==> config.mk <==
export PLATFORM = sky130hd
export DESIGN_NAME = reg_bus_master
export DESIGN_NICKNAME = d
export VERILOG_FILES = /design/src/rtl/reg_bus_master.sv
export SDC_FILE = /design/constraint.sdc
export NUM_CORES = 1
export LEC_CHECK = 0
export CORE_ASPECT_RATIO = 1.2
export CORE_MARGIN = 2
export CORE_UTILIZATION = 54
export CTS_CLUSTER_DIAMETER = 80
export CTS_CLUSTER_SIZE = 12
export DETAILED_ROUTE_END_ITERATION = 6
export GPL_TIMING_DRIVEN = 0
export HOLD_SLACK_MARGIN = 0.05
export MAX_ROUTING_LAYER = met4
export PLACE_DENSITY = 0.8
export SLEW_MARGIN = 20
export SYNTH_ARGS = -nofsm -noshare
export SYNTH_HDL_FRONTEND = slang
export SYNTH_SLANG_ARGS = --single-unit
export TNS_END_PERCENT = 50
==> constraint.sdc <==
create_clock -name clock -period 2.6 [get_ports clock]
set_input_delay 0.39 -clock clock [delete_from_list [all_inputs] [get_ports clock]]
set_output_delay 0.39 -clock clock [all_outputs]
set_load 0.05 [all_outputs]
==> src/rtl/reg_bus_master.sv <==
// Register-bus initiator: buffers client read/write commands in a small FIFO
// and sequences each one onto the register slave bus, returning read data.
module reg_bus_master #(
  parameter int unsigned       DATA_W    = 32,
  parameter int unsigned       ADDR_W    = 2,
  parameter int unsigned       NUM_REGS  = 2,
  parameter int unsigned       DEPTH     = 4,
  parameter int unsigned       READ_LAT  = 1,
  parameter logic [ADDR_W-1:0] IDLE_ADDR = ADDR_W'(2'b11)
) (
  input  logic              clock,
  input  logic              reset_b,
  input  logic              cmd_valid,
  output logic              cmd_ready,
  input  logic              cmd_rw,
  input  logic [ADDR_W-1:0] cmd_addr,
  input  logic [DATA_W-1:0] cmd_wdata,
  output logic              rsp_valid,
  input  logic              rsp_ready,
  output logic [DATA_W-1:0] rsp_data,
  output logic              rsp_err,
  output logic [7:0]        err_count,
  output logic              busy,
  output logic              rw,
  output logic [ADDR_W-1:0] addr,
  output logic [DATA_W-1:0] wdata,
  input  logic [DATA_W-1:0] rdata
);
  localparam int unsigned PTR_W   = (DEPTH > 1) ? $clog2(DEPTH) : 1;
  localparam int unsigned CNT_W   = PTR_W + 1;
  localparam int unsigned LAT_W   = 3;
  localparam int unsigned ENTRY_W = 1 + ADDR_W + DATA_W;

  typedef enum logic [2:0] {ST_IDLE, ST_WR, ST_RD, ST_WAIT, ST_RESP} state_t;

  state_t             state_q, state_d;
  logic [ENTRY_W-1:0] fifo_q [DEPTH];
  logic [ENTRY_W-1:0] fifo_d [DEPTH];
  logic [PTR_W-1:0]   wr_ptr_q, wr_ptr_d;
  logic [PTR_W-1:0]   rd_ptr_q, rd_ptr_d;
  logic [CNT_W-1:0]   count_q, count_d;
  logic [LAT_W-1:0]   wait_cnt_q, wait_cnt_d;
  logic               rw_q, rw_d;
  logic [ADDR_W-1:0]  addr_q, addr_d;
  logic [DATA_W-1:0]  wdata_q, wdata_d;
  logic               rsp_valid_q, rsp_valid_d;
  logic [DATA_W-1:0]  rsp_data_q, rsp_data_d;
  logic               rsp_err_q, rsp_err_d;
  logic [7:0]         err_count_q, err_count_d;

  logic               push, pop, fifo_empty;
  logic               head_rw, head_in_range;
  logic [ADDR_W-1:0]  head_addr;
  logic [DATA_W-1:0]  head_wdata;

  assign fifo_empty = (count_q == '0);
  assign cmd_ready  = (count_q != CNT_W'(DEPTH));
  assign push       = cmd_valid && cmd_ready;
  assign pop        = (state_q == ST_IDLE) && !fifo_empty;

  assign {head_rw, head_addr, head_wdata} = fifo_q[rd_ptr_q];
  assign head_in_range = (32'(head_addr) < NUM_REGS);

  // FIFO bookkeeping, bus sequencing and response handling
  always_comb begin
    state_d     = state_q;
    fifo_d      = fifo_q;
    wr_ptr_d    = wr_ptr_q;
    rd_ptr_d    = rd_ptr_q;
    count_d     = count_q;
    wait_cnt_d  = wait_cnt_q;
    rw_d        = rw_q;
    addr_d      = addr_q;
    wdata_d     = wdata_q;
    rsp_valid_d = rsp_valid_q;
    rsp_data_d  = rsp_data_q;
    rsp_err_d   = rsp_err_q;
    err_count_d = err_count_q;

    if (push) begin
      fifo_d[wr_ptr_q] = {cmd_rw, cmd_addr, cmd_wdata};
      wr_ptr_d         = wr_ptr_q + PTR_W'(1);
    end
    if (pop) begin
      rd_ptr_d = rd_ptr_q + PTR_W'(1);
    end
    case ({push, pop})
      2'b10:   count_d = count_q + CNT_W'(1);
      2'b01:   count_d = count_q - CNT_W'(1);
      default: count_d = count_q;
    endcase

    case (state_q)
      ST_IDLE: begin
        if (pop) begin
          if (head_in_range) begin
            rw_d   = head_rw;
            addr_d = head_addr;
            if (head_rw) begin
              state_d = ST_RD;
            end else begin
              wdata_d = head_wdata;
              state_d = ST_WR;
            end
          end else begin
            // Out-of-range commands never reach the bus; reads still answer
            if (err_count_q != 8'hFF) err_count_d = err_count_q + 8'd1;
            if (head_rw) begin
              rsp_data_d  = '0;
              rsp_err_d   = 1'b1;
              rsp_valid_d = 1'b1;
              state_d     = ST_RESP;
            end
          end
        end
      end
      ST_WR: begin
        rw_d    = 1'b1;
        addr_d  = IDLE_ADDR;
        state_d = ST_IDLE;
      end
      ST_RD: begin
        rw_d       = 1'b1;
        addr_d     = IDLE_ADDR;
        wait_cnt_d = LAT_W'(READ_LAT);
        state_d    = ST_WAIT;
      end
      ST_WAIT: begin
        wait_cnt_d = wait_cnt_q - LAT_W'(1);
        if (wait_cnt_q == LAT_W'(1)) begin
          rsp_data_d  = rdata;
          rsp_err_d   = 1'b0;
          rsp_valid_d = 1'b1;
          state_d     = ST_RESP;
        end
      end
      ST_RESP: begin
        if (rsp_ready) begin
          rsp_valid_d = 1'b0;
          state_d     = ST_IDLE;
        end
      end
      default: state_d = ST_IDLE;
    endcase
  end

  always_ff @(posedge clock or negedge reset_b) begin
    if (!reset_b) begin
      state_q     <= ST_IDLE;
      for (int unsigned i = 0; i < DEPTH; i++) fifo_q[i] <= '0;
      wr_ptr_q    <= '0;
      rd_ptr_q    <= '0;
      count_q     <= '0;
      wait_cnt_q  <= '0;
      rw_q        <= 1'b1;
      addr_q      <= IDLE_ADDR;
      wdata_q     <= '0;
      rsp_valid_q <= 1'b0;
      rsp_data_q  <= '0;
      rsp_err_q   <= 1'b0;
      err_count_q <= '0;
    end else begin
      state_q     <= state_d;
      fifo_q      <= fifo_d;
      wr_ptr_q    <= wr_ptr_d;
      rd_ptr_q    <= rd_ptr_d;
      count_q     <= count_d;
      wait_cnt_q  <= wait_cnt_d;
      rw_q        <= rw_d;
      addr_q      <= addr_d;
      wdata_q     <= wdata_d;
      rsp_valid_q <= rsp_valid_d;
      rsp_data_q  <= rsp_data_d;
      rsp_err_q   <= rsp_err_d;
      err_count_q <= err_count_d;
    end
  end

  assign busy      = !fifo_empty || (state_q != ST_IDLE);
  assign rw        = rw_q;
  assign addr      = addr_q;
  assign wdata     = wdata_q;
  assign rsp_valid = rsp_valid_q;
  assign rsp_data  = rsp_data_q;
  assign rsp_err   = rsp_err_q;
  assign err_count = err_count_q;

endmodule

; Yosys cells after proc, flatten, opt, wreduce, memory -nomap -nowiden
; Index checks and enable logic that the tools add are counted.
[totals]
latchBits = 0
elab_cells = 100
in_bits = 71
ff_bits = 230
rom_bits = 0
ram_bits = 0
mem_count = 0
output_inout_bits = 79
[op_classes]
eq_ne = 16
multipliers = 0
order_cmp = 4
div = 0
n_bitwise = 4
n_reduce_logical = 20
n_addsub = 6
shift = 0
n_mux = 34
[ops]
columns = operator, count
row1 = 140-bit bitwise mux, 1
row2 = 32-bit 2-to-1 mux, 4
row3 = 35-bit 2-to-1 mux, 3
row4 = 35-bit binary-select mux with 2-bit select, 1
row5 = 35-bit demux with 2-bit select, 1
row6 = 32-bit case mux with 2 select lines, 1
row7 = 3-bit 2-to-1 mux, 5
row8 = 2-bit != test (second input constant), 6
row9 = 3-bit case mux with 2 select lines, 2
row10 = 3-bit case mux with 4 select lines, 1
row11 = 4-bit AND reduction, 3
row12 = 8-bit by 1-bit adder with 8-bit output (second input constant), 1
row13 = 1-bit 2-to-1 mux, 8
row14 = 8-bit != test (second input constant), 1
row15 = 2-bit nonzero test, 4
row16 = 3-bit by 1-bit == test with 1-bit output (second input constant), 2
row17 = 3-bit by 2-bit == test with 1-bit output (second input constant), 2
row18 = 3-bit greater-or-equal comparator (second input constant), 2
row19 = 3-bit logical NOT, 2
row20 = 2-bit 2-to-1 mux, 3
row21 = 3-bit != test (second input constant), 2
row22 = 2-bit NOT with 3-bit output, 2
row23 = 6-bit AND reduction, 1
row24 = 3-bit nonzero test, 2
row25 = 18 further kinds, 24

; Longest topological paths before layout
; Gate-level depths: netlist of the first run.
[depth]
word_depth = 8
depth_mapped = 8

; Worst setup path after synthesis of the first run
; OpenSTA, ideal clock, no wires.
[synth_timing]
path_kind = reg2reg
startpoint = reg count_q[0]
endpoint = reg count_q[1]
setup_ns = 0.125
required_ns = 2.475
t_arrival_ns = 2.252
synth_period_minus_slack_ns = 2.377
path_slack_ns = 0.223
path_stages_with_launch = 7
path_cell_list = dfrtp_1 -> or3b_1 -> and2_1 -> buf_2 -> nor2_1 -> fa_1 -> mux2_2
[synth_via]
word_cells_on_any_way = 11
[synth_rtl]
columns = item, line
row1 = start: declaration, 41  ; logic [CNT_W-1:0] count_q, count_d;
row2 = start signal: assignment, 167  ; count_q <= count_d;
row3 = 3-bit != test (*), 57  ; assign cmd_ready = (count_q != CNT_W'(DEPTH));
row4 = via cmd_ready, 14  ; output logic cmd_ready,
row5 = 1-bit logical AND (*), 58  ; assign push = cmd_valid && cmd_ready;
row6 = 2-bit by 1-bit == test with 1-bit output or 2-bit == test (tied branches), 87  ; case ({push, pop})
row7 = 3-bit case mux with 2 select lines (*), 87
row8 = via count_d[1], 41
; Mark *: on every way through the listed nets, which the timed path passes. The rest lies on a longest branch.
; A chain may end at the register's enable or synchronous reset.

; Final worst setup path of the first run
[layout_timing]
startpoint = reg count_q[0]
endpoint = out cmd_ready
[layout_via]
elab_chain_cells = 1
[layout_lines]
columns = item, line
row1 = 3-bit != test, 57
row2 = end: declaration, 14
; Every way passes these cells.

==> impl_results.md, run 1 <==
* Post-synth ARST share at 1.00
* GPL Wtd Cong at roughly 0.78
* Finished Layout Cells at between 1,000 and 1,500
* Antenna cell count at 0
* Worst EP required at around 2.2 ns
* CP Capture Point: cmd_ready
* VDD IR-drop max at about 750 µV
* Crit path DAT at 2.14 ns
* Io pins at 150
* Htree depth at 1
* Synth Warn # at 0
* Max_cap viols at 0
* Pwr Total at around 0.017 W
* Seq cells post-synth at 230
* TritonRoute pass-1 iters at 4
* Run status: finished, final reports clean
* Max Clock Freq at approximately 400 MHz
* Yosys top cell area share at 0.582
* Via count at 5,828
* Worst Setup Path Type: reg -> out
* Worst R2R Start: count_q[0]
* Hpwl dp at 14,100 µm
* Clock Skew at between 0.02 and 0.025 ns
* Worst-margin pin slew at roughly 0.93 ns
* Worst path max stage delay at ~0.74 ns
* Mapped Area at between 9000 and 10,000 µm²
* Routed wire length at slightly above 20,000 µm
* Max Slew Vio Count at 0
* Post-synth EDFFs at 0
* Slew headroom at 0.378
* DR iter-0 viols at roughly 290
* Pin count of the biggest net entering global routing at 94
* CTS tree: done
* Power Dens Cells at roughly 1400 nW/µm²
* CP Max Fanout at 5
* Port Buffers at about 150
* Drt via density at about 5.7
* Synthesized netlist cell count at 610
* Worst Path Buf+Inv at 1
* Largest cells by area after synthesis: dfrtp_1, mux2_2, mux4_2
* Clk Latency, worst-skew pair at 0.51 ns
* Die Area at around 19,000 µm²
* CTS Buffer Depth at 3
* Crit path time final at between 2 and 3 ns
* Layout cells sized above 1 at 0.341
* Num rows at between 50 and 60
* R2R depth at 7
* Core region area at 17,600 µm²
* Post-route DRC at 0
* Worst hold path class: in -> async
* Post-synth cell types at 49
* Top cell type by total area after synthesis: dfrtp_1
* Register area share after synthesis at 0.590
* Syn Nets at 689
* Routed Antenna Nets at 0
* Leakage at around 5.2 nW
* First-pass GRT wire length at 33,100 µm
* Clock Sinks at 230
* CTS root buffer: clkbuf_16
* CP startpoint: count_q[0]
* Total track usage at 0.223
* Nets at a little under 900
* Die Height at around 150 µm
* Starting Density at 0.554
* Number of setup violations in the final report at 0
* Register-to-Register Setup Slack at 0.27 ns
* Worst-path clk slew at approximately 0.06 ns
* Avg Inst Size Synth at ~16 µm²
* Crit-path cells: or3b_1 -> clkdlybuf4s50_1
* Die X at ~130 µm
* Antenna violations before repair at 0
* Total gr overflow at 0
* DR WL/cell at roughly 20 µm
* Final hold vios at 0
* Num CTS Buffers at 23
* Dpl cells at between 900 and 1,000
* Tcrit/Tclk final at 0.974
* Cell depth of the worst setup path at 2
* Area grow syn2layout at 25.3%
* Number of global-route vias before repair at 6,463
* Slowest cell on crit path: clkdlybuf4s50_1
* Kind of start point of the critical path: flip-flop
* Worst setup EP type: output pin
* Prevailing post-synth register cell: dfrtp_1
* R2R Path End: count_q[2]
* Crit path max-delay family: buffers and inverters
stage by stage:
step                      setup TNS (ns)  instance area, µm²  hold slack (ns)  worst slack (ns)  utilization
final                                  0               12200            0.406            0.0685        0.694
after global routing            -0.00201               12200            0.438          -0.00201        0.694
after CTS                              0               12200            0.406            0.0488        0.693
after detailed placement               0               11600            0.342            0.0718        0.657
after global placement          -1781.18               11500            0.467             -7.81        0.654
after floorplan                        0                9770           0.0944             0.223            -
layout by cell type, fill, tap and decap left out, drive strengths merged, types with 2 or more instances in the layout:
cell type	instances
a21oi	2
a22o	32
a2bb2oi	2
and2	2
buf	36
clkbuf	34
clkdlybuf4s50	147
dfrtp	227
dfstp	3
ha	7
inv	9
mux2	174
mux4	35
nand2	15
nand2b	3
nand3	4
nor2	12
nor3	6
nor3b	2
nor4	3
nor4b	2
o21ai	4
o41ai	2
or3	2
xnor2	7
xor2	7
kinds of logic after synthesis:
family,share of synthesized area
flops,0.590
simple gates,0.0325
fa+ha+maj,0.0110
mux,0.282
compound gates,0.0434
xor+xnor,0.0126
buf+inv,0.0286
area by class of cell:
class / instances / area (µm²)
buffer: 34 / 249
clock buffer: 30 / 602
clock inverter: 2 / 20.0
fill: 1193 / 5400
inverter: 7 / 26.3
multi-input combinational: 338 / 3730
sequential: 230 / 5760
tap: 220 / 275
timing repair buffer: 154 / 1570
repair_timing:
action,CTS,global route
resized for setup,5,1
pin swaps,0,1
endpoints found under the hold margin,53,0
hold buffers,1,0
setup buffers,0,2
setup endpoints to repair,1,1
worst min-delay path by stage:
stage | slack [ns] | end | startpoint
detailed placement | 0.34 | rsp_data[19] | reset_b
finish | 0.41 | rsp_data[12] | reset_b
global route | 0.44 | rsp_data[12] | reset_b
CTS | 0.41 | rsp_data[12] | reset_b
global placement | 0.47 | wait_cnt_q[1] | wait_cnt_q[1]
floorplan | 0.09 | count_q[0] | reset_b
synth_stat cells (2+ instances only):
library cell  instances
nor4_1                3
nand3_1               4
buf_2                 4
xnor2_1               7
or3_1                 2
dfrtp_1             227
xor2_1                7
dfstp_2               3
buf_4                15
nor3_1                5
nand2_1              11
a21oi_1               2
nor2_1               12
mux2_1               10
mux2_2              164
buf_6                 8
nand2b_1              3
o41ai_1               2
mux4_2               35
buf_1                 3
nor3b_1               2
inv_1                 7
nand2_2               4
clkbuf_1              5
ha_1                  7
nor4b_1               2
o21ai_0               3
a22o_1               32
power breakdown:
| part | total, W | internal (W) | switching, W | leakage, nW |
|---|---|---|---|---|
| Clock | 0.00290 | 0.00161 | 0.00129 | 0.302 |
| Combinational | 0.00817 | 0.00400 | 0.00417 | 2.15 |
| Sequential | 0.00623 | 0.00531 | 0.000923 | 2.80 |
| Total | 0.0173 | 0.0109 | 0.00639 | 5.25 |
state kept, by name, indices dropped and copies added, names as in the netlist, 2 cells and up:
signal and count:
addr 2, count_q 3, err_count 8, fifo_q 140, rd_ptr_q 2, rsp_data 32
state_q 3, wait_cnt_q 3, wdata 32, wr_ptr_q 2
routing by layer:
layer / wire length, µm / share of wire / GRT usage / vias to the layer above
li1: - / - / - / 2594
met2: 10900 / 0.53 / 0.399 / 154
met3: 958 / 0.047 / 0.0381 / 30
met4: 398 / 0.019 / 0.0610 / 0
met5: 0 / 0 / - / -
met1: 8160 / 0.40 / 0.263 / 3050
Power figures use the tool's default switching activity.
==> inputs of run 2 (changes only) <==
--- a/config.mk
+++ b/config.mk
@@ -7,14 +7,14 @@
 export LEC_CHECK = 0
 export CORE_ASPECT_RATIO = 1.2
 export CORE_MARGIN = 2
-export CORE_UTILIZATION = 54
+export CORE_UTILIZATION = 55
 export CTS_CLUSTER_DIAMETER = 80
 export CTS_CLUSTER_SIZE = 12
 export DETAILED_ROUTE_END_ITERATION = 6
 export GPL_TIMING_DRIVEN = 0
 export HOLD_SLACK_MARGIN = 0.05
 export MAX_ROUTING_LAYER = met4
-export PLACE_DENSITY = 0.8
+export PLACE_DENSITY = 0.81
 export SLEW_MARGIN = 20
 export SYNTH_ARGS = -nofsm -noshare
 export SYNTH_HDL_FRONTEND = slang
==> constraint.sdc (replaced) <==
create_clock -name clock -period 3.1 [get_ports clock]
set_input_delay 0.465 -clock clock [delete_from_list [all_inputs] [get_ports clock]]
set_output_delay 0.465 -clock clock [all_outputs]
set_load 0.05 [all_outputs]
==> run 2 against run 1 <==
  * Combinational power down 16%
  * Utilization up 0.72 points
  * Global-route usage up 0.61 points
  * Clock skew down 0.0089 ns
  * Sequential power decreased by 16%
  * Power is 16% lower
  * Critical path type unchanged
  * Critical endpoint is now busy
  * Largest power group unchanged
==> impl_results.md, run 2 (synthesis results as in run 1) <==
* Run status: finished, final reports clean
* Routed Antenna Nets at 0 (unchanged)
* Io pins at 150 (unchanged)
* Setup TNS at 0 ns (unchanged)
* Final hold vios at 0 (unchanged)
* Hpwl dp at 14,000 µm (-1.0%)
* Power Dens Cells at 1180 nW/µm² (-16%)
* Max Slew Vio Count at 0 (unchanged)
* Top reg by flops: fifo_q
* VDD IR-drop max at 630 µV (-16%)
* Most common cell after layout, fill and taps aside: dfrtp_1
* Area grow syn2layout at 25.1%
* Most frequent cells in the layout: dfrtp_1, mux2_2, clkdlybuf4s50_1, mux4_2, a22o_1
* Worst hold path class: in -> async
* Number of setup violations in the final report at 0 (unchanged)
* Post-route DRC at 0 (unchanged)
* Largest register FFs at 140 (unchanged)
* Crit path DAT at 2.38 ns (+0.24 ns)
* Clock Sinks at 230 (unchanged)
* Port Buffers at 149 (unchanged)
* Die Area at 18,800 µm² (-1.8%)
* Crit path time final at about 2.8 ns
* Worst-margin pin slew at 0.948 ns (+0.0157 ns)
* Pin count of the biggest net entering global routing at 106 (+13%)
* Worst setup EP type: output pin
* Worst hold slack at 0.471 ns (+0.0657 ns)
* GPL Wtd Cong at 0.823 (+5.7%)
* Number of global-route vias before repair at 6,387 (-1.2%)
* Starting Density at 0.560 (+0.00632)
* Total gr overflow at 0 (unchanged)
* Slew headroom at 0.368 (-0.0105)
* Htree depth at 1 (unchanged)
* Leakage at 5.24 nW (-0.25%)
* Nets at 866 (-0.12%)
* Worst Setup Path Type: reg -> out
* Worst R2R Start: state_q[0]
* Antenna violations before repair at 1 (+1)
* R2R Path End: wdata[13]
* Num rows at 53 (unchanged)
* Fillers at 1,132 (-5.1%)
* CTS root buffer: clkbuf_16
* TritonRoute pass-1 iters at 4 (unchanged)
* Tcrit/Tclk final at 0.919
* Drt via density at 5.74 (-0.10%)
* Via count at 5,822 (-0.10%)
* Die X at 126 µm (-0.88%)
* Num CTS Buffers at 23 (unchanged)
* Die Height at 150 µm (-0.89%)
* R2R depth at 6 (-1)
* Layout cells sized above 1 at 0.335 (-0.00587)
* Register-to-Register Setup Slack at 0.71 ns (+0.44 ns)
* Core region area at 17,400 µm² (-1.1%)
* CTS Buffer Depth at 3 (unchanged)
* Worst-path clk slew at 0.06 ns (about the same)
* First-pass GRT wire length at 33,500 µm (+1.3%)
* Worst EP required at 2.63 ns (+0.42 ns)
* DR iter-0 viols at 227 (-22%)
* Max_cap viols at 0 (unchanged)
* Total track usage at 0.229 (+0.00613)
* CTS tree: done
* Max Clock Freq at ~350 MHz
* Routed wire length at 20,400 µm (-0.26%)
* CP Max Fanout at 9 (+4)
* RSZ-0062 raised after global routing: false
* Clk Latency, worst-skew pair at 0.50 ns (about the same)
* DR WL/cell at 20.1 µm (-0.26%)
* Clock Skew at 0.0119 ns (-0.00886 ns)
* Kind of start point of the critical path: flip-flop
## run 2: cell types whose count changed in the layout (fill, tap and decap cells not counted)
cell           before  now
buf_4              17   15
clkbuf_1           11   13
buf_2               5    4
diode_2             0    1
dlygate4sd2_1       0    1
inv_6               1    0
nor2_1             11   12
nor2_2              1    0
## run 2: what timing repair did
action | in CTS | in global routing
hold buffers | 1 | 0
setup buffers | 0 | 0
endpoints found under the hold margin | 53 | 0
endpoints found under the setup margin | 1 | 0
gates resized for setup | 1 | 0
## run 2: cell type report
class	count	area, µm²	area share
buffer	35	253	0.0207
multi-input combinational	338	3730	0.305
clock inverter	1	11.3	0.000921
clock buffer	31	606	0.0495
inverter	7	26.3	0.00215
timing repair buffer	152	1560	0.128
tap	220	275	0.0225
sequential	230	5760	0.471
antenna	1	2.50	0.000205
## run 2: how the worst max path moves through the flow
stage,start,to,depth (start not counted)
floorplan,count_q[0],count_q[1],6
global placement,reset_b,fifo_q[61],1
detailed placement,state_q[1],busy,6
CTS,state_q[0],busy,6
global route,state_q[1],busy,6
finish,state_q[0],busy,6
## run 2: stage by stage
| step | setup WS (ns) | total power, W | std cells | utilization | instance area, µm² |
|---|---|---|---|---|---|
| after floorplan | 0.723 | 0.0102 | 610 | - | 9770 |
| after global routing | 0.119 | 0.0153 | 1015 | 0.701 | 12200 |
| final | 0.251 | 0.0145 | 1015 | 0.701 | 12200 |
| after global placement | -7.27 | 0.0118 | 979 | 0.661 | 11500 |
| after detailed placement | 0.514 | 0.0122 | 981 | 0.665 | 11600 |
| after CTS | 0.255 | 0.0146 | 1014 | 0.701 | 12200 |
## run 2: routing by layer
layer	track usage	wire length, µm	up-vias
met5	-	0	-
met4	0.0694	477	0
met3	0.0350	899	39
met2	0.390	10500	158
met1	0.287	8480	3030
li1	-	-	2595
## run 2: worst max-delay path: stages (launching register included)
cell and delay [ns]:
dfrtp_1 0.35, clkbuf_1 0.20, or3_1 0.35, clkbuf_1 0.20, nor2_1 0.23, inv_1 0.12, dlygate4sd2_1 0.44
## run 2: report_power, final
| group | internal [W] | switching, W | total [W] |
|---|---|---|---|
| Clock | 0.00135 | 0.00106 | 0.00241 |
| Sequential | 0.00445 | 0.000757 | 0.00521 |
| Combinational | 0.00335 | 0.00352 | 0.00686 |
